## config.mk

```make
export PLATFORM = sky130hd
export DESIGN_NAME = uart_tx_frame
export DESIGN_NICKNAME = d
export VERILOG_FILES = /design/src/rtl/uart_tx_frame.sv
export SDC_FILE = /design/constraint.sdc
export NUM_CORES = 1
export LEC_CHECK = 0
export CAP_MARGIN = 15
export CORE_ASPECT_RATIO = 0.9
export CORE_MARGIN = 5
export CORE_UTILIZATION = 50
export CTS_CLUSTER_DIAMETER = 200
export DETAILED_ROUTE_END_ITERATION = 8
export PLACE_DENSITY = 0.72
export SYNTH_ARGS = -nofsm -noshare
export SYNTH_HDL_FRONTEND = slang
export SYNTH_SLANG_ARGS = --single-unit
```

## constraint.sdc

```tcl
create_clock -name clk -period 1.87 [get_ports clk]
set_input_delay 0.374 -clock clk [delete_from_list [all_inputs] [get_ports clk]]
set_output_delay 0.374 -clock clk [all_outputs]
set_load 0.02 [all_outputs]
```

## src/rtl/uart_tx_frame.sv

```systemverilog
// UART transmitter: start bit, 8 data bits LSB first, optional parity, 1 or 2 stop bits.
// Latency: tx drops to the start bit on the accepting edge; each bit lasts 16 baud_tick pulses.
// Backpressure: tx_start is ignored while tx_busy=1; there is no queuing.
module uart_tx_frame #(
  parameter int PARITY_EN  = 0,
  parameter int PARITY_ODD = 0,
  parameter int STOP_BITS  = 1
) (
  input  logic       clk,
  input  logic       rst,
  input  logic       baud_tick,
  input  logic       tx_start,
  input  logic [7:0] tx_data,
  output logic       tx,
  output logic       tx_busy,
  output logic       tx_done
);

  typedef enum logic [2:0] {IDLE, START, DATA, PARITY, STOP} state_t;

  state_t     state;
  logic [3:0] tick_cnt;
  logic [2:0] bit_idx;
  logic [7:0] shreg;
  logic       parity_bit;
  logic       stop_idx;
  logic       end_bit;

  // A bit ends on the tick that wraps the counter from 15 back to 0.
  assign end_bit = (state != IDLE) && baud_tick && (tick_cnt == 4'd15);

  // Frame sequencer; tx is registered, so each transition loads the next bit's level.
  always_ff @(posedge clk or posedge rst) begin
    if (rst) begin
      state      <= IDLE;
      tick_cnt   <= 4'd0;
      bit_idx    <= 3'd0;
      shreg      <= 8'h00;
      parity_bit <= 1'b0;
      stop_idx   <= 1'b0;
      tx         <= 1'b1;
      tx_busy    <= 1'b0;
      tx_done    <= 1'b0;
    end else begin
      tx_done <= 1'b0;
      if (state != IDLE && baud_tick) begin
        tick_cnt <= tick_cnt + 4'd1;
      end
      case (state)
        IDLE: begin
          tx <= 1'b1;
          if (tx_start) begin
            shreg      <= tx_data;
            parity_bit <= (PARITY_EN != 0) ? ((^tx_data) ^ (PARITY_ODD != 0)) : 1'b0;
            tick_cnt   <= 4'd0;
            bit_idx    <= 3'd0;
            stop_idx   <= 1'b0;
            tx_busy    <= 1'b1;
            tx         <= 1'b0;
            state      <= START;
          end
        end
        START: begin
          if (end_bit) begin
            tx    <= shreg[0];
            state <= DATA;
          end
        end
        DATA: begin
          if (end_bit) begin
            shreg   <= {1'b0, shreg[7:1]};
            bit_idx <= bit_idx + 3'd1;
            if (bit_idx == 3'd7) begin
              if (PARITY_EN != 0) begin
                tx    <= parity_bit;
                state <= PARITY;
              end else begin
                tx    <= 1'b1;
                state <= STOP;
              end
            end else begin
              tx <= shreg[1];
            end
          end
        end
        PARITY: begin
          if (end_bit) begin
            tx    <= 1'b1;
            state <= STOP;
          end
        end
        STOP: begin
          if (end_bit) begin
            if (STOP_BITS == 2 && !stop_idx) begin
              stop_idx <= 1'b1;
            end else begin
              tx_busy <= 1'b0;
              tx_done <= 1'b1;
              state   <= IDLE;
            end
          end
        end
        default: begin
          tx    <= 1'b1;
          state <= IDLE;
        end
      endcase
    end
  end

endmodule

```

==> results of run 1 <==
[power breakdown]
group	leakage [uW]	total [uW]	internal (uW)	switching [uW]
combinational	0.000292	487	267	220
clock	0.0000150	214	82.9	131
sequential	0.000253	732	609	123
[cells in the final DEF (no fill, tap or decap), drive strengths merged, types with 3 or more instances in the layout]
cell type	synthesis	layout
ha	3	3
nand2b	5	5
inv	4	4
dfrtp	20	20
clkdlybuf4s50	0	13
buf	4	9
a21oi	4	4
o21ai	7	7
a22o	3	3
clkbuf	0	4
nor2	7	7
o221a	6	6
[timing repair]
action / CTS / global route
hold endpoints to repair: 0 / 0
setup endpoints to repair: 0 / 1
gates resized for setup: 0 / 1
[Yosys cell counts (2+ instances only)]
cell,count,area share (%)
a22oi_1,2,1.4
buf_2,4,1.9
o21ai_0,6,2.8
a21o_1,2,1.4
dfrtp_1,20,47
and4_1,2,1.6
a21oi_1,4,1.9
or4b_1,2,1.9
o32ai_1,2,1.6
nor3b_1,2,1.4
nand3b_1,2,1.4
nand2_1,2,0.71
a22o_1,3,2.5
inv_1,4,1.4
ha_1,3,3.5
nor2_1,7,2.5
o221a_1,6,6.4
nand2b_1,5,2.9
[logic make-up (layout without fill, tap and decap cells)]
group | after synthesis | count (layout) | synth area share [%]
and+or+nand+nor | 30 | 30 | 19.18
AOI/OAI and AO/OA | 31 | 31 | 22.71
xor gates and xnor gates | 1 | 1 | 0.8237
adders and majority gates | 3 | 3 | 3.530
DFF | 21 | 21 | 49.53
muxes | 1 | 1 | 0.9412
buffers and inverters | 8 | 31 | 3.294
[state kept, by name, summed over array words and instances (netlist names)]
register and flops:
shreg 8, tick_cnt 4, bit_idx 3, state 3, tx 1, tx_busy 1
tx_done 1
[per-layer routing]
metal | vias to the layer above | part of all wire, % | global-route usage [%]
met5 | - | 0 | 0
met4 | 0 | 0.61 | 6.038
met3 | 2 | 5.5 | 3.597
met2 | 17 | 44 | 23.05
met1 | 365 | 50 | 20.18
li1 | 411 | - | -
[per-stage QoR]
step | power (uW) | hold WS, ns | TNS (ns) | cells
floorplan | 1060 | 0.3498 | 0 | 95
global placement | 1217 | 0.4895 | -0.02130 | 139
detailed placement | 1236 | 0.4949 | -0.05485 | 139
finish | 1433 | 0.3621 | 0 | 143
CTS | 1451 | 0.3638 | 0 | 143
global route | 1552 | 0.4023 | 0 | 143
[layout make-up]
cell class                      instances  area share (%)
Tap cell                               25           2.385
Clock buffer                            4           2.004
Multi-Input combinational cell         66           38.26
Inverter                                4           1.145
Sequential cell                        21           40.17
Timing Repair Buffer                   23           16.03
[worst max-delay path by stage]
stage,startpoint,to,slack (ns),cells after the start
2_1_floorplan,bit_idx[0],tx,0.35,5
3_3_place_gp,tx_start,bit_idx[1],-0.008,4
3_5_place_dp,tx_start,bit_idx[2],-0.03,4
4_1_cts,tx,tx,0.008,1
5_1_grt,bit_idx[0],tx,0.14,5
6_report,tx_busy,tx_busy,0.20,1
==> results.md, run 1 <==
* Yosys warns at 0
* Post-CTS Setup Inserts at 0
* Max Slew Vio Count at 0
* Reg-to-reg slack, setup at ~0.24 ns
* Initial Util at 53.97%
* Max Cap Viol at 0
* Post-synthesis net count at between 100 and 150
* Vias in the first global route at between 700 and 800
* Setup WS post-layout at 0.2027 ns
* Worst Path Required at about 1.5 ns
* Reg clk slew, reported paths at about 0.11 ns
* Placed inst area at 1282 um^2
* FF-to-FF Start: bit_idx[0]
* CTS sink cnt at 21
* Post-route design area at about 1300 um^2
* Die Width at between 50 and 60 um
* Path depth of the worst reg2reg path at 5
* DRT Pass-1 Iters at 4
* Final global-route overflow total at 0
* CP endpoint kind: primary output
* Antenna cells at 0
* CTS root buf: clkbuf_4
* Filler instances at ~160
* Status: completed
* Core area at slightly below 2000 um^2
* Global-route wire length before repair at 3498 um
* Cell area after synthesis at ~1100 um^2
* Multi-input logic area at 501.7 um^2
* Synthesized area per cell at 11.19 um^2
* Initial antenna violation count at 0
* Final Util at about two thirds
* Critical R2R Capture: tx
* Worst-path maximum fanout at 3
* Cell area power density at between 1000 and 1500 nW/um^2
* Num CTS Buffers at 3
* VDD IR max at between 0.0006 and 0.0007 V
* Buffers & Inverters on Critical Path at 1
* Worst skew pair latency at 0.29 ns
* WS Path Type: reg2out
* Arr. time, crit path at 1.29 ns
* Worst-margin pin slew at 0.4383 ns
* Reg area at about 530 um^2
* Endpoints failing setup at 0
* CP top delay family: buffers and inverters
* Post-synthesis async set-or-reset flop share at between 90% and 100%
* Largest net degree at the start of global routing at 12
* GP Congestion at 0.7565
* ANT nets after route at 0
* Cts hold-fix bufs at 0
* Seq cells post-synth at 21
* Post-synth EDFFs at 0
* Ports at 15
* Worst rel slew slack at a little over two thirds
* RSZ-0062 raised after global routing: no
* Share of layout cells above drive strength 1 at between 10% and 20%
* Via count at slightly below 800
* DR vias/cell at about 5.6
* Drt wl/cell at approximately 14 um
* Fmax at about 600 MHz
* Post-layout nets at between 100 and 150
* Port Buffers at 14
* Yosys cell types at 35
* Worst setup SP type: flip-flop
* Initial DRC count at 15
* Placement Rows at 15
* Die Ht at 53.76 um
* Drt drc at 0
* Leak pwr at around 0.00056 uW
* Clk_skew at around 0.0032 ns
* Hold crit path type: in2async
* H-tree Lvls at 1
* Die ar. at between 3000 and 4000 um^2
* WL final at around 2000 um
* Post-synth top flop: dfrtp_1
* Sequential area share after synthesis at roughly half
* CTS tree: built
* Slowest-stage cell, CP: clkdlybuf4s50_1
* Fin crit period at between 1.5 and 2 ns
* Worst stage delay on the critical path at between 0.6 and 0.7 ns
* Tot GR Track Use at ~15%
* Longest Clk Path Bufs at 2
* Tcrit/Tclk final at about nine tenths
* Crit-path cells: clkdlybuf4s50_1
* DP HPWL at roughly 1500 um
* Area delta synth->final at 23.29%
* Cells after Synth at between 90 and 100
* Fin. Hold Viols at 0
* Post-place setup slack at -0.02679 ns
No activity file was read; power rests on OpenSTA's default activity.
==> run 2: changes to the inputs <==
--- a/config.mk
+++ b/config.mk
@@ -8,10 +8,10 @@
 export CAP_MARGIN = 15
 export CORE_ASPECT_RATIO = 0.9
 export CORE_MARGIN = 5
-export CORE_UTILIZATION = 50
-export CTS_CLUSTER_DIAMETER = 200
+export CORE_UTILIZATION = 30
+export CTS_CLUSTER_DIAMETER = 150
 export DETAILED_ROUTE_END_ITERATION = 8
-export PLACE_DENSITY = 0.72
+export PLACE_DENSITY = 0.47
 export SYNTH_ARGS = -nofsm -noshare
 export SYNTH_HDL_FRONTEND = slang
 export SYNTH_SLANG_ARGS = --single-unit
==> results.md, run 2 (synthesis gave the netlist of run 1 again) <==
* DRT Pass-1 Iters at 4 (unchanged)
* Worst-path maximum fanout at 3 (unchanged)
* Worst Path Required at 1.50 ns (about the same)
* Most frequent cells in the layout: 20 x dfrtp_1, 14 x clkdlybuf4s50_1, 9 x buf_4
* CP endpoint kind: primary output
* Setup WS post-layout at 0.09819 ns (-0.1045 ns)
* Leak pwr at 0.0005638 uW (+0.64%)
* Worst skew pair latency at 0.26 ns (-0.03 ns)
* Post-cts sizing count at 0 (unchanged)
* Cell area power density at 1125 nW/um^2 (+2.9%)
* Post-layout nets at 134 (unchanged)
* CTS root buf: clkbuf_8
* H-tree Lvls at 1 (unchanged)
* Filler instances at 345 (+120%)
* Port Buffers at 14 (unchanged)
* Cts hold-fix bufs at 0 (unchanged)
* Minimum hold slack at 0.3912 ns (+0.02910 ns)
* Area delta synth->final at 27.18%
* Final global-route overflow total at 0 (unchanged)
* Slowest-stage cell, CP: clkdlybuf4s50_1
* DP HPWL at 1701 um (+13%)
* Die ar. at 4837 um^2 (+54%)
* Fin. Hold Viols at 0 (unchanged)
* WS Path Type: reg2out
* ANT nets after route at 0 (unchanged)
* Clock Power Share at 19.3% (+4.4 points)
* Sw power at 491.8 uW (+3.7%)
* Combinational power share at 33.5% (-0.5 points)
* Total power at 1521 uW (+6.1%)
* Largest register FFs at 8 (unchanged)
* Core area at 3403 um^2 (+73%)
* RSZ-0062 raised after global routing: no
* Num CTS Buffers at 3 (unchanged)
* Worst setup SP type: flip-flop
* Post-CTS Setup Inserts at 0 (unchanged)
* Max Cap Viol at 0 (unchanged)
* Die Ht at 66.49 um (+24%)
* Register share of total power at 47.2% (-3.9 points)
* Drt drc at 0 (unchanged)
* Share of layout cells above drive strength 1 at 15.25% (+0.85 points)
* CTS sink cnt at 21 (unchanged)
* Post-route design area at 1353 um^2 (+3.1%)
* Crit-path cells: clkdlybuf4s50_1
* Endpoints failing setup at 0 (unchanged)
* Fmax at 564.4 MHz (-5.9%)
* Clk_skew at 0.002792 ns (-0.0004425 ns)
* Via count at 777 (-2.3%)
* CTS tree: built
* Tot GR Track Use at 10.10% (-4.8 points)
* Drt wl/cell at 13.58 um (-1.4%)
* Initial antenna violation count at 0 (unchanged)
* Register bank with the most flops: shreg
* Global-route wire length before repair at 3801 um (+8.7%)
* Initial Util at 31.25% (-23 points)
* Initial DRC count at 21 (+6)
* Net Sw Frac at 32.34% (-0.74 points)
* Registers with the most flip-flops: shreg (8), tick_cnt (4)
* VDD IR max at 0.0004201 V (-39%)
* Tcrit/Tclk final at 94.75% (+5.6 points)
* Longest Clk Path Bufs at 2 (unchanged)
* Arr. time, crit path at 1.40 ns (+0.11 ns)
* Status: completed
* WL final at 2200 um (+12%)
* CP top delay family: buffers and inverters
* Hold crit path type: in2async
* Vias in the first global route at 822 (+6.5%)
* Fin crit period at 1.772 ns (+0.1045 ns)
* Post-place setup slack at -0.05030 ns (-0.02350 ns)
* Commonest non-fill, non-tap cell in the layout: dfrtp_1
* Max Slew Vio Count at 0 (unchanged)
* Die Width at 72.76 um (+24%)
* Internal at 1029 uW (+7.3%)
* GP Congestion at 0.7398 (-2.2%)
* Placement Rows at 20 (+5)
* Placed inst area at 1306 um^2 (+1.9%)
* DR vias/cell at 4.796 (-14%)
* Worst stage delay on the critical path at 0.60 ns (about the same)
* Worst rel slew slack at 73.50% (+2.8 points)
* Largest net degree at the start of global routing at 13 (+1)
* Worst-margin pin slew at 0.3970 ns (-0.04134 ns)
* Antenna cells at 0 (unchanged)
* Ports at 15 (unchanged)
* Reg clk slew, reported paths at 0.08 ns (-0.03 ns)
* Buffers & Inverters on Critical Path at 1 (unchanged)
## run 2: cell types whose count changed in the layout (fill, tap and decap cells not counted), sizes merged
| cell | previous run | this run |
|---|---|---|
| dlymetal6s2s | 1 | 0 |
| clkbuf | 4 | 3 |
| clkinv | 0 | 1 |
| clkdlybuf4s50 | 13 | 14 |
## run 2: path summary, 6_finish.rpt
kind	slack (ns)	cells after the start	end	start
max reg2reg	0.23	5	tx	bit_idx[0]
min reg2reg	0.49	1	bit_idx[0]	bit_idx[0]
max in group asynchronous	0.98	3	state[1]	rst
max	0.1	1	tx	tx
min in group clk	0.49	1	bit_idx[0]	bit_idx[0]
min	0.39	2	state[0]	rst
## run 2: final cells by class
class	instances	area [um^2]	share of cell area, %
clock buffers	3	41.29	3.053
clock inverters	1	5.005	0.3700
inverters	4	15.01	1.110
multi-input cells	66	501.7	37.10
flip-flops and latches	21	526.8	38.95
well taps	44	55.05	4.070
repair buffers	23	207.7	15.36
## run 2: power groups by stage
stage	sequential [uW]	combinational, uW	clock [uW]
2_1_floorplan	715	345	0
3_5_place_dp	724	517	0
3_3_place_gp	730	506	0
4_1_cts	718	515	313
6_report	718	509	294
5_1_grt	734	579	329
## run 2: per-layer routing
layer  wire length, um  part of all wire, %  global-route usage [%]  vias to the layer above
met4                12                 0.55                   1.382                        0
met5                 0                    0                       0                        -
met3                78                  3.5                   3.167                        2
li1                  -                    -                       -                      407
met1              1132                   51                   14.06                      359
met2               977                   44                   15.65                        9
## run 2: metrics by stage
step / setup TNS (ns) / instances / utilization, %
global route: 0 / 162 / 39.74
floorplan: 0 / 95 / -
CTS: 0 / 162 / 39.74
finish: 0 / 162 / 39.74
detailed placement: -0.2754 / 158 / 38.38
global placement: -0.2315 / 158 / 38.38
==> run 3: changes to the inputs <==
--- a/config.mk
+++ b/config.mk
@@ -11,6 +11,7 @@
 export CORE_UTILIZATION = 30
 export CTS_CLUSTER_DIAMETER = 150
 export DETAILED_ROUTE_END_ITERATION = 8
+export HOLD_SLACK_MARGIN = 0.15
 export PLACE_DENSITY = 0.47
 export SYNTH_ARGS = -nofsm -noshare
 export SYNTH_HDL_FRONTEND = slang
==> results of run 3 <==
No change in the layout: final DEF, timing and power equal those of run 2.
==> patch (flow settings as in run 2) <==
Encoding of `state_t`: now one-hot (5 bits for 5 states).
--- a/src/rtl/uart_tx_frame.sv
+++ b/src/rtl/uart_tx_frame.sv
@@ -18,3 +18,3 @@
 
-  typedef enum logic [2:0] {IDLE, START, DATA, PARITY, STOP} state_t;
+  typedef enum logic [4:0] {IDLE = 5'b00001, START = 5'b00010, DATA = 5'b00100, PARITY = 5'b01000, STOP = 5'b10000} state_t;
 
Formal check against the unedited RTL: same outputs for any inputs over 10 cycles, from zero or initial values and one cycle with rst high; not proved beyond that.
==> patch against run 2 <==
  * Design area increased by 16%
  * Sequential cell count increased by 1
  * Total power increased by 44%
  * Maximum frequency decreased by 0.22%
  * Routed wire length increased by 3.7%
  * Setup slack got worse by 4.0 ps
  * Utilization increased by 1.8 points
  * Synthesized area increased by 10%
==> patch: results (changes against run 2) <==
metric,value,unit,change
FF+latch area,553,um^2,+5.0%
grt met2 use,0.154,,-0.00254
GR Layer Usage met1,0.112,,-0.0281
wire length of the first global-routing pass,4.08,mm,+7.3%
buffering overhead,0.174,,+0.0202
Seq cells,22,,+4.8%
WP data arrival,1920,ps,+520 ps
synth cell count leaders,"20 x dfrtp_1, 9 x mux2_2, 6 x mux2_4, 6 x nor2_1",,
DR WL/cell,13.4,um,-1.2%
library cells used by synthesis,36,,+2.9%
placed cell areas,0.00145,mm^2,+11%
Slew headroom,0.701,,-0.0338
launching point of the worst reg2reg path,state[1],,
Max Clock Skew,4.23,ps,+1.44 ps
vias in the first global route,903,,+9.9%
Largest regs,"shreg x8, state x4, tick_cnt x4",,
VDD IR max,0.538,mV,+28%
cell internal pwr,1510,uW,+46%
Post-Place Setup Slack,-206,ps,-155 ps
layout cells sized above 1,0.363,,+0.210
Total GRT Usage,0.0937,,-0.00730
dominant cells by area after synthesis,"dfrtp_1 43%, mux2_2 8.6%, mux2_4 7.7%",,
Non-clk invs,3,,-1
Hold Slack,436,ps,+44.9 ps
FILL cells,361,,+4.6%
Leak,0.000707,uW,+25%
mux cell area share after synthesis,0.182,,+0.173
met3 Use GR,0.0351,,+0.00339
gpl congestion,0.736,,-0.46%
"Reg clk slew, reported paths",80,ps,about the same
area of the multi-input gates,598,um^2,+19%
multi-input gates,64,,-3.0%
fin cells,170,,+4.9%
sequential element share of the synthesized area,0.471,,-0.0241
worst r2r dst,state[2],,
syn_nets,111,,+0.91%
syn avg cell area,12.2,um^2,+9.2%
CP Max Fanout,4,,+1
Initial DRC Count,37,,+76%
dpl hpwl,1.63,mm,-4.0%
R2R setup slack,90,ps,-140 ps
largest net degree at the start of global routing,23,,+10
NumNets Final,140,,+4.5%
Vias,810,,+4.2%
Post-Synth XOR/XNOR Area,0.0299,,+0.0216
Non-clk bufs,31,,+35%
status,"complete, no violations",,
crit path time final,1780,ps,+3.98 ps
patch: cell types whose count changed in the layout (fill, tap and decap cells not counted), sizes merged, moves of 3 or more:
| cell | run 2 | this run |
|---|---|---|
| o221a | 6 | 0 |
| mux2 | 0 | 17 |
| buf | 9 | 17 |
| o21ai | 7 | 4 |
| nand2b | 5 | 0 |
| nand3 | 0 | 4 |
| xor2 | 1 | 4 |
patch: cells by family after synthesis:
family | count (synthesis)
buffers and inverters | 10
AND/OR/NAND/NOR | 24
adder cells (fa/ha/maj) | 3
multiplexers | 17
flip-flops | 22
XOR/XNOR | 4
AO/OA/AOI/OAI | 16
patch: how the worst max path moves through the flow:
stage / from / end / depth (start not counted)
5_1_grt: state[0] / shreg[1] / 4
3_5_place_dp: baud_tick / shreg[1] / 5
2_1_floorplan: state[0] / shreg[0] / 6
4_1_cts: state[0] / tick_cnt[3] / 6
3_3_place_gp: baud_tick / shreg[1] / 5
6_report: state[1] / state[2] / 5
patch: timing repair:
item	CTS	global route
pin swaps	0	2
setup endpoints to repair	7	13
gates resized for setup	3	3
setup buffers	0	1
hold endpoints to repair	0	0
gates cloned	0	0
patch: per-layer routing:
metal | wire [um] | vias to the layer above
li1 | - | 404
met1 | 1070 | 387
met2 | 1050 | 14
met3 | 131 | 5
met4 | 30 | 0
met5 | 0 | -
patch: power groups by stage:
| stage | sequential, uW | combinational, uW | clock, uW |
|---|---|---|---|
| 6_report | 785 | 968 | 443 |
| 2_1_floorplan | 755 | 669 | 0 |
| 3_3_place_gp | 778 | 905 | 0 |
| 4_1_cts | 783 | 930 | 458 |
| 3_5_place_dp | 787 | 905 | 0 |
| 5_1_grt | 804 | 1060 | 478 |
patch: critical path: stages, from the launching register on:
cell and delay, ps:
dfrtp_1 450, nor4b_4 350, nor2_2 100, buf_4 170, o31ai_4 240, mux2_1 350
